--- src/rtl/uart_la_pkg.sv ---
`default_nettype none
// ============================================================================
// Module      : uart_la_pkg
// Description : Shared types, defaults and helpers for the logic analyzer's
//               UART channel (state encodings, default sizes, log2 helper).
// Revision    : 1.0 - initial release
// ============================================================================
package uart_la_pkg;

  localparam int DEFAULT_DEPTH  = 8;
  localparam int DEFAULT_DATA_W = 8;

  typedef enum logic [1:0] {
    ST_IDLE    = 2'd0,
    ST_ARMED   = 2'd1,
    ST_CAPTURE = 2'd2,
    ST_DONE    = 2'd3
  } state_t;

  // Smallest r such that 2**r >= value (value >= 1)
  function automatic int log2_ceil(input int value);
    int r;
    r = 0;
    for (int i = 0; i < 31; i++) begin
      if ((1 << i) < value) r = i + 1;
    end
    return r;
  endfunction

endpackage
`default_nettype wire

--- src/rtl/sync_fifo.sv ---
`default_nettype none
// ============================================================================
// Module      : sync_fifo
// Description : Single-clock first-word-fall-through FIFO with synchronous
//               flush. Head entry is presented combinationally on pop_data.
// Revision    : 1.0 - initial release
// ============================================================================
module sync_fifo
  import uart_la_pkg::*;
#(
  parameter  int DEPTH  = DEFAULT_DEPTH,
  parameter  int DATA_W = DEFAULT_DATA_W,
  localparam int ADDR_W = log2_ceil(DEPTH)
) (
  input  logic              clk,
  input  logic              rst,
  input  logic              flush,
  input  logic              push,
  input  logic [DATA_W-1:0] push_data,
  input  logic              pop,
  output logic [DATA_W-1:0] pop_data,
  output logic              valid,
  output logic [ADDR_W:0]   count,
  output logic              full
);

  localparam logic [ADDR_W-1:0] PTR_ONE   = 1;
  localparam logic [ADDR_W:0]   CNT_ONE   = 1;
  localparam logic [ADDR_W:0]   CNT_DEPTH = DEPTH[ADDR_W:0];

  logic [DATA_W-1:0] mem [DEPTH];
  logic [ADDR_W-1:0] wr_ptr;
  logic [ADDR_W-1:0] rd_ptr;
  logic              pop_eff;
  logic              push_eff;

  assign valid    = (count != '0);
  assign full     = (count == CNT_DEPTH);
  // A pop while empty is a no-op; a push while full is only accepted
  // when the head leaves in the same cycle.
  assign pop_eff  = pop && valid;
  assign push_eff = push && (!full || pop_eff);
  // Gate the head so an empty FIFO always shows zero data
  assign pop_data = valid ? mem[rd_ptr] : '0;

  // Pointer and occupancy tracking; flush wins over push/pop
  always_ff @(posedge clk or posedge rst) begin
    if (rst) begin
      wr_ptr <= '0;
      rd_ptr <= '0;
      count  <= '0;
    end else if (flush) begin
      wr_ptr <= '0;
      rd_ptr <= '0;
      count  <= '0;
    end else begin
      if (push_eff) wr_ptr <= wr_ptr + PTR_ONE;
      if (pop_eff)  rd_ptr <= rd_ptr + PTR_ONE;
      case ({push_eff, pop_eff})
        2'b10:   count <= count + CNT_ONE;
        2'b01:   count <= count - CNT_ONE;
        default: count <= count;
      endcase
    end
  end

  // Storage write; contents need no reset since count gates visibility
  always_ff @(posedge clk) begin
    if (push_eff && !flush) mem[wr_ptr] <= push_data;
  end

endmodule
`default_nettype wire

--- src/rtl/uart_capture_buffer.sv ---
`default_nettype none
// ============================================================================
// Module      : uart_capture_buffer
// Description : Trigger/capture stage for decoded UART bytes. Optionally
//               waits for a trigger byte, then stores capture_len bytes
//               (0 = unlimited) into a FWFT FIFO drained by the host.
// Revision    : 1.0 - initial release
// ============================================================================
module uart_capture_buffer
  import uart_la_pkg::*;
#(
  parameter  int DEPTH  = DEFAULT_DEPTH,
  parameter  int DATA_W = DEFAULT_DATA_W,
  localparam int ADDR_W = log2_ceil(DEPTH)
) (
  input  logic              clk,
  input  logic              rst,
  input  logic [DATA_W-1:0] in_data,
  input  logic              in_valid,
  input  logic              arm,
  input  logic              abort,
  input  logic              trig_en,
  input  logic [DATA_W-1:0] trig_byte,
  input  logic [ADDR_W:0]   capture_len,
  output logic [DATA_W-1:0] rd_data,
  output logic              rd_valid,
  input  logic              rd_ready,
  output logic [ADDR_W:0]   count,
  output logic [1:0]        state_o,
  output logic              triggered,
  output logic              done,
  output logic              overflow
);

  localparam logic [ADDR_W:0] CNT_ONE = 1;

  state_t            state;
  state_t            state_next;
  logic [DATA_W-1:0] trig_byte_q;
  logic [ADDR_W:0]   capture_len_q;
  logic [ADDR_W:0]   byte_cnt;

  logic              fifo_flush;
  logic              fifo_push;
  logic              fifo_pop;
  logic              fifo_full;
  logic              cnt_inc;
  logic              trig_hit;
  logic              len_hit;
  logic              drop;

  sync_fifo #(
    .DEPTH  (DEPTH),
    .DATA_W (DATA_W)
  ) u_fifo (
    .clk       (clk),
    .rst       (rst),
    .flush     (fifo_flush),
    .push      (fifo_push),
    .push_data (in_data),
    .pop       (fifo_pop),
    .pop_data  (rd_data),
    .valid     (rd_valid),
    .count     (count),
    .full      (fifo_full)
  );

  // State register
  always_ff @(posedge clk or posedge rst) begin
    if (rst) state <= ST_IDLE;
    else     state <= state_next;
  end

  // Next-state decode: arm beats abort, abort beats normal progress
  always_comb begin
    state_next = state;
    if (arm) begin
      state_next = trig_en ? ST_ARMED : ST_CAPTURE;
    end else if (abort) begin
      state_next = ST_IDLE;
    end else begin
      case (state)
        ST_ARMED:   if (trig_hit) state_next = (capture_len_q == CNT_ONE) ? ST_DONE : ST_CAPTURE;
        ST_CAPTURE: if (len_hit)  state_next = ST_DONE;
        default:    state_next = state;
      endcase
    end
  end

  // Output decode: FIFO controls and flag-update strobes per state
  always_comb begin
    fifo_flush = arm;
    fifo_pop   = rd_ready && !arm;
    fifo_push  = 1'b0;
    cnt_inc    = 1'b0;
    trig_hit   = 1'b0;
    len_hit    = 1'b0;
    drop       = 1'b0;
    if (!arm && !abort && in_valid) begin
      case (state)
        ST_ARMED: begin
          if (in_data == trig_byte_q) begin
            trig_hit  = 1'b1;
            fifo_push = 1'b1;
          end
        end
        ST_CAPTURE: begin
          cnt_inc = 1'b1;
          // Full FIFO still accepts the byte if the head pops this cycle
          if (!fifo_full || (rd_valid && rd_ready)) fifo_push = 1'b1;
          else                                      drop      = 1'b1;
          len_hit = (capture_len_q != '0) && ((byte_cnt + CNT_ONE) == capture_len_q);
        end
        default: ;
      endcase
    end
  end

  // Sticky flags, byte counter and configuration latched on arm
  always_ff @(posedge clk or posedge rst) begin
    if (rst) begin
      triggered     <= 1'b0;
      done          <= 1'b0;
      overflow      <= 1'b0;
      byte_cnt      <= '0;
      trig_byte_q   <= '0;
      capture_len_q <= '0;
    end else if (arm) begin
      triggered     <= !trig_en;
      done          <= 1'b0;
      overflow      <= 1'b0;
      byte_cnt      <= '0;
      trig_byte_q   <= trig_byte;
      capture_len_q <= capture_len;
    end else begin
      if (trig_hit) begin
        triggered <= 1'b1;
        byte_cnt  <= CNT_ONE;
        if (capture_len_q == CNT_ONE) done <= 1'b1;
      end
      if (cnt_inc) byte_cnt <= byte_cnt + CNT_ONE;
      if (len_hit) done     <= 1'b1;
      if (drop)    overflow <= 1'b1;
    end
  end

  assign state_o = state;

endmodule
`default_nettype wire
--- config.mk ---
export PLATFORM = sky130hd
export DESIGN_NAME = uart_capture_buffer
export DESIGN_NICKNAME = d
export VERILOG_FILES = /design/src/rtl/uart_la_pkg.sv /design/src/rtl/sync_fifo.sv /design/src/rtl/uart_capture_buffer.sv
export SDC_FILE = /design/constraint.sdc
export NUM_CORES = 1
export LEC_CHECK = 0
export CAP_MARGIN = 40
export CELL_PAD_IN_SITES_DETAIL_PLACEMENT = 0
export CELL_PAD_IN_SITES_GLOBAL_PLACEMENT = 1
export CORE_ASPECT_RATIO = 1.1
export CORE_MARGIN = 2
export CORE_UTILIZATION = 40
export CTS_BUF_LIST = sky130_fd_sc_hd__clkbuf_16
export DETAILED_ROUTE_END_ITERATION = 7
export MAX_ROUTING_LAYER = met4
export PLACE_DENSITY = 0.74
export SLEW_MARGIN = 20
export SYNTH_ARGS = -nofsm -noshare
export SYNTH_HDL_FRONTEND = slang
export SYNTH_SLANG_ARGS = --single-unit
--- constraint.sdc ---
create_clock -name clk -period 3.7 [get_ports clk]
set_input_delay 0.555 -clock clk [delete_from_list [all_inputs] [get_ports clk]]
set_output_delay 0.555 -clock clk [all_outputs]
set_load 0.005 [all_outputs]
==> impl_metrics.yaml <==
hold_path:
  holdPathEnd: "overflow"
  hold_start: "overflow"
  hold_depth: 1
  hp-class: "register to register"
clocking:
  cts_buffers: 9
  tritoncts: "built"
  post_cts_buffers: 0
  hold_buffers: 0
  clk_latency_ps: 340
  path_clk_slew_ps: 60
  cts-root-buf: "clkbuf_16"
  cts_htree_levels: 3
  cts.sinks: 95
  clock_path_buffers: 2
  cts_resized: 0
power_and_ir_drop:
  ir_worst_vdd_uv: 200
  p_leak_nw: 1.96
  powerDensity_nw_per_um2: 499
cells_and_area:
  antennaDiodeCount: 0
  num-fill-cells: 957
  areaGrowthSynthToFinish_pct: 21.8
  mostFrequentLayoutCells: "edfxtp_1, clkdlybuf4s50_1, dfrtp_1"
  final_common_cell: "edfxtp_1"
  layout-drive-gt1-share_pct: 20.2
  nNetsFinal: 386
  final_util_pct: 49.4
timing:
  final.setup.tns_ps: 0
  slew_headroom_pct: 59.6
  finalMaxSlewViolations: 0
  min_period_over_period_pct: 81.1
  fmax_mhz: 333
  final_hold_viol_count: 0
  tightest_slew_ps: 606
  setup_violations: 0
  skew_ps: 6.28
  rsz0062_at_grt: "no"
  post-route-min-period_ps: 3000
status:
  status: "finished, final reports clean"
critical_path:
  crit_chain: "clkdlybuf4s50_1 -> xnor2_1 -> nand4_1 -> o41ai_4 -> a211oi_1 -> ha_1 -> o21ai_0 -> nand2_1 -> nor4_1 -> a21oi_1 -> o311ai_1"
  ff2ff_path_depth: 10
  worstPathMaxFanout: 9
  required_ps: 3940
  crit_family: "compound AO/OA/AOI/OAI gates"
  critPathBufInv: 1
  slowest_stage: "clkdlybuf4s50_1"
  critPathKind: "input port to register"
  endpoint_kind: "register"
  r2r_setup_slack_ps: 930
  startpoint_type: "input port"
  r2r-end: "u_fifo.count[3]"
  critical_path_arrival_ps: 3240
  slowest_delay_ps: 650
  rr_startpoint: "u_fifo.count[0]"
synthesis:
  postSynth.asyncResetShare_pct: 32.6
  syn_nets: 330
  synth.distinct_cells: 51
  yosys-top-cells-area: "edfxtp_1, dfrtp_1, mux4_2"
  syn_avg_cell_area_um2: 14.8
  ys_seq_elements: 95
  yosys_warnings: 0
  ys.flop_type: "edfxtp_1"
  synth_top_area_cell: "edfxtp_1"
  yosysSeqAreaShare_pct: 61.8
  synth_top_area_share_pct: 44.0
  synth_area_um2: 4370
  netlist_instances: 296
  synth_edf_count: 64
placement:
  place_congestion: 0.853
  dp_hpwl_um: 6100
  numPortBuffers: 44
floorplanning:
  die_x_um: 104
  io_pins: 45
  dieArea_um2: 11800
  core-area_um2: 10800
  rows: 40
  dieHeight_um: 114
  initial_core_util_pct: 40.6
route:
  dr.pass1.iters: 7
  avgRoutedWirePerCell_um: 17.9
  dr_total_vias: 2669
  vias_per_cell: 5.30
  wirelength_um: 9000
  antenna_left: 0
  drt_iter0_markers: 92
  drc: 0
run:
  drv_cap: 0
global_route:
  grt_max_degree: 32
  grt-ovfl-total: 0
  antenna_found_initial: 0
  grtUsageTotal_pct: 17.1
  grt_pass1_vias: 2823
  grt_pass1_wl_um: 14900
## worst reg2reg max path: stages, from the launching register on
cell      delay, ps
dfrtp_1         500
nor3_1          420
a31oi_1         140
buf_4           200
a211oi_1        330
ha_1            360
o21ai_0         100
nand2_1          90
nor4_1          230
a21oi_1          70
o311ai_1        240
## power breakdown
group | switching (mW) | total, mW | internal (mW)
logic | 0.265 | 0.581 | 0.317
registers | 0.0466 | 1.21 | 1.17
clock network | 0.400 | 0.857 | 0.458
## how the worst max path moves through the flow
stage                from               end  cells past startpoint
3_5_place_dp   in_data[0]   u_fifo.count[3]                     11
2_1_floorplan         arm  u_fifo.mem[2][0]                      7
6_report       in_data[6]   u_fifo.count[3]                     11
3_3_place_gp   in_data[6]   u_fifo.count[3]                     11
5_1_grt        in_data[6]   u_fifo.count[3]                     11
4_1_cts        in_data[6]   u_fifo.count[3]                     11
## Yosys cell counts, types with 4 or more instances
| master | instances |
|---|---|
| o21ai_0 | 4 |
| buf_2 | 5 |
| edfxtp_1 | 64 |
| nand3_1 | 7 |
| mux2i_1 | 10 |
| nand2_1 | 22 |
| xnor2_1 | 10 |
| clkbuf_1 | 4 |
| mux2_2 | 13 |
| and3_1 | 6 |
| dfrtp_1 | 31 |
| mux4_2 | 16 |
| xor2_1 | 7 |
| nor4_1 | 4 |
| buf_1 | 5 |
| inv_1 | 7 |
| nor2_1 | 19 |
| nor3_1 | 8 |
| ha_1 | 7 |
## area by class of cell
cell class	count	area, µm²	area share [%]
clock buffer	9	225	4.23
tap	147	184	3.46
timing repair buffer	63	591	11.1
sequential	95	2700	50.7
inverter	8	30.0	0.564
clock inverter	7	48.8	0.917
multi-input combinational	175	1540	29.0
## per-stage QoR
step | instances | hold WS (ps) | total power [mW] | area [µm²] | setup WS, ps
2_1_floorplan | 296 | 478 | 1.60 | 4370 | 930
4_1_cts | 503 | 517 | 2.69 | 5310 | 699
5_1_grt | 504 | 541 | 2.79 | 5320 | 493
6_report | 504 | 505 | 2.65 | 5320 | 701
3_3_place_gp | 487 | 497 | 1.82 | 5030 | 438
3_5_place_dp | 487 | 495 | 1.83 | 5030 | 337
## per-layer routing
metal  GRT usage [%]  wire (µm)
met5               -          0
met4            7.12        182
met3            3.49        314
met2            28.7       4570
met1            20.4       3930
## sequential cells by signal, summed over array words and instances, names as in the netlist
register / flops
byte_cnt: 4
capture_len_q: 4
done: 1
overflow: 1
state_o: 2
trig_byte_q: 8
triggered: 1
u_fifo.count: 4
u_fifo.mem: 64
u_fifo.rd_ptr: 3
u_fifo.wr_ptr: 3
## logic make-up after synthesis
| logic type | Yosys count | share of synthesized area (%) |
|---|---|---|
| xor gates and xnor gates | 18 | 3.92 |
| adders and majority gates | 7 | 2.01 |
| buffers and inverters | 26 | 2.89 |
| DFF | 95 | 61.8 |
| muxes | 39 | 13.9 |
| AOI/OAI and AO/OA | 32 | 6.02 |
| and+or+nand+nor | 79 | 9.51 |
No activity file was read; power rests on OpenSTA's default activity.
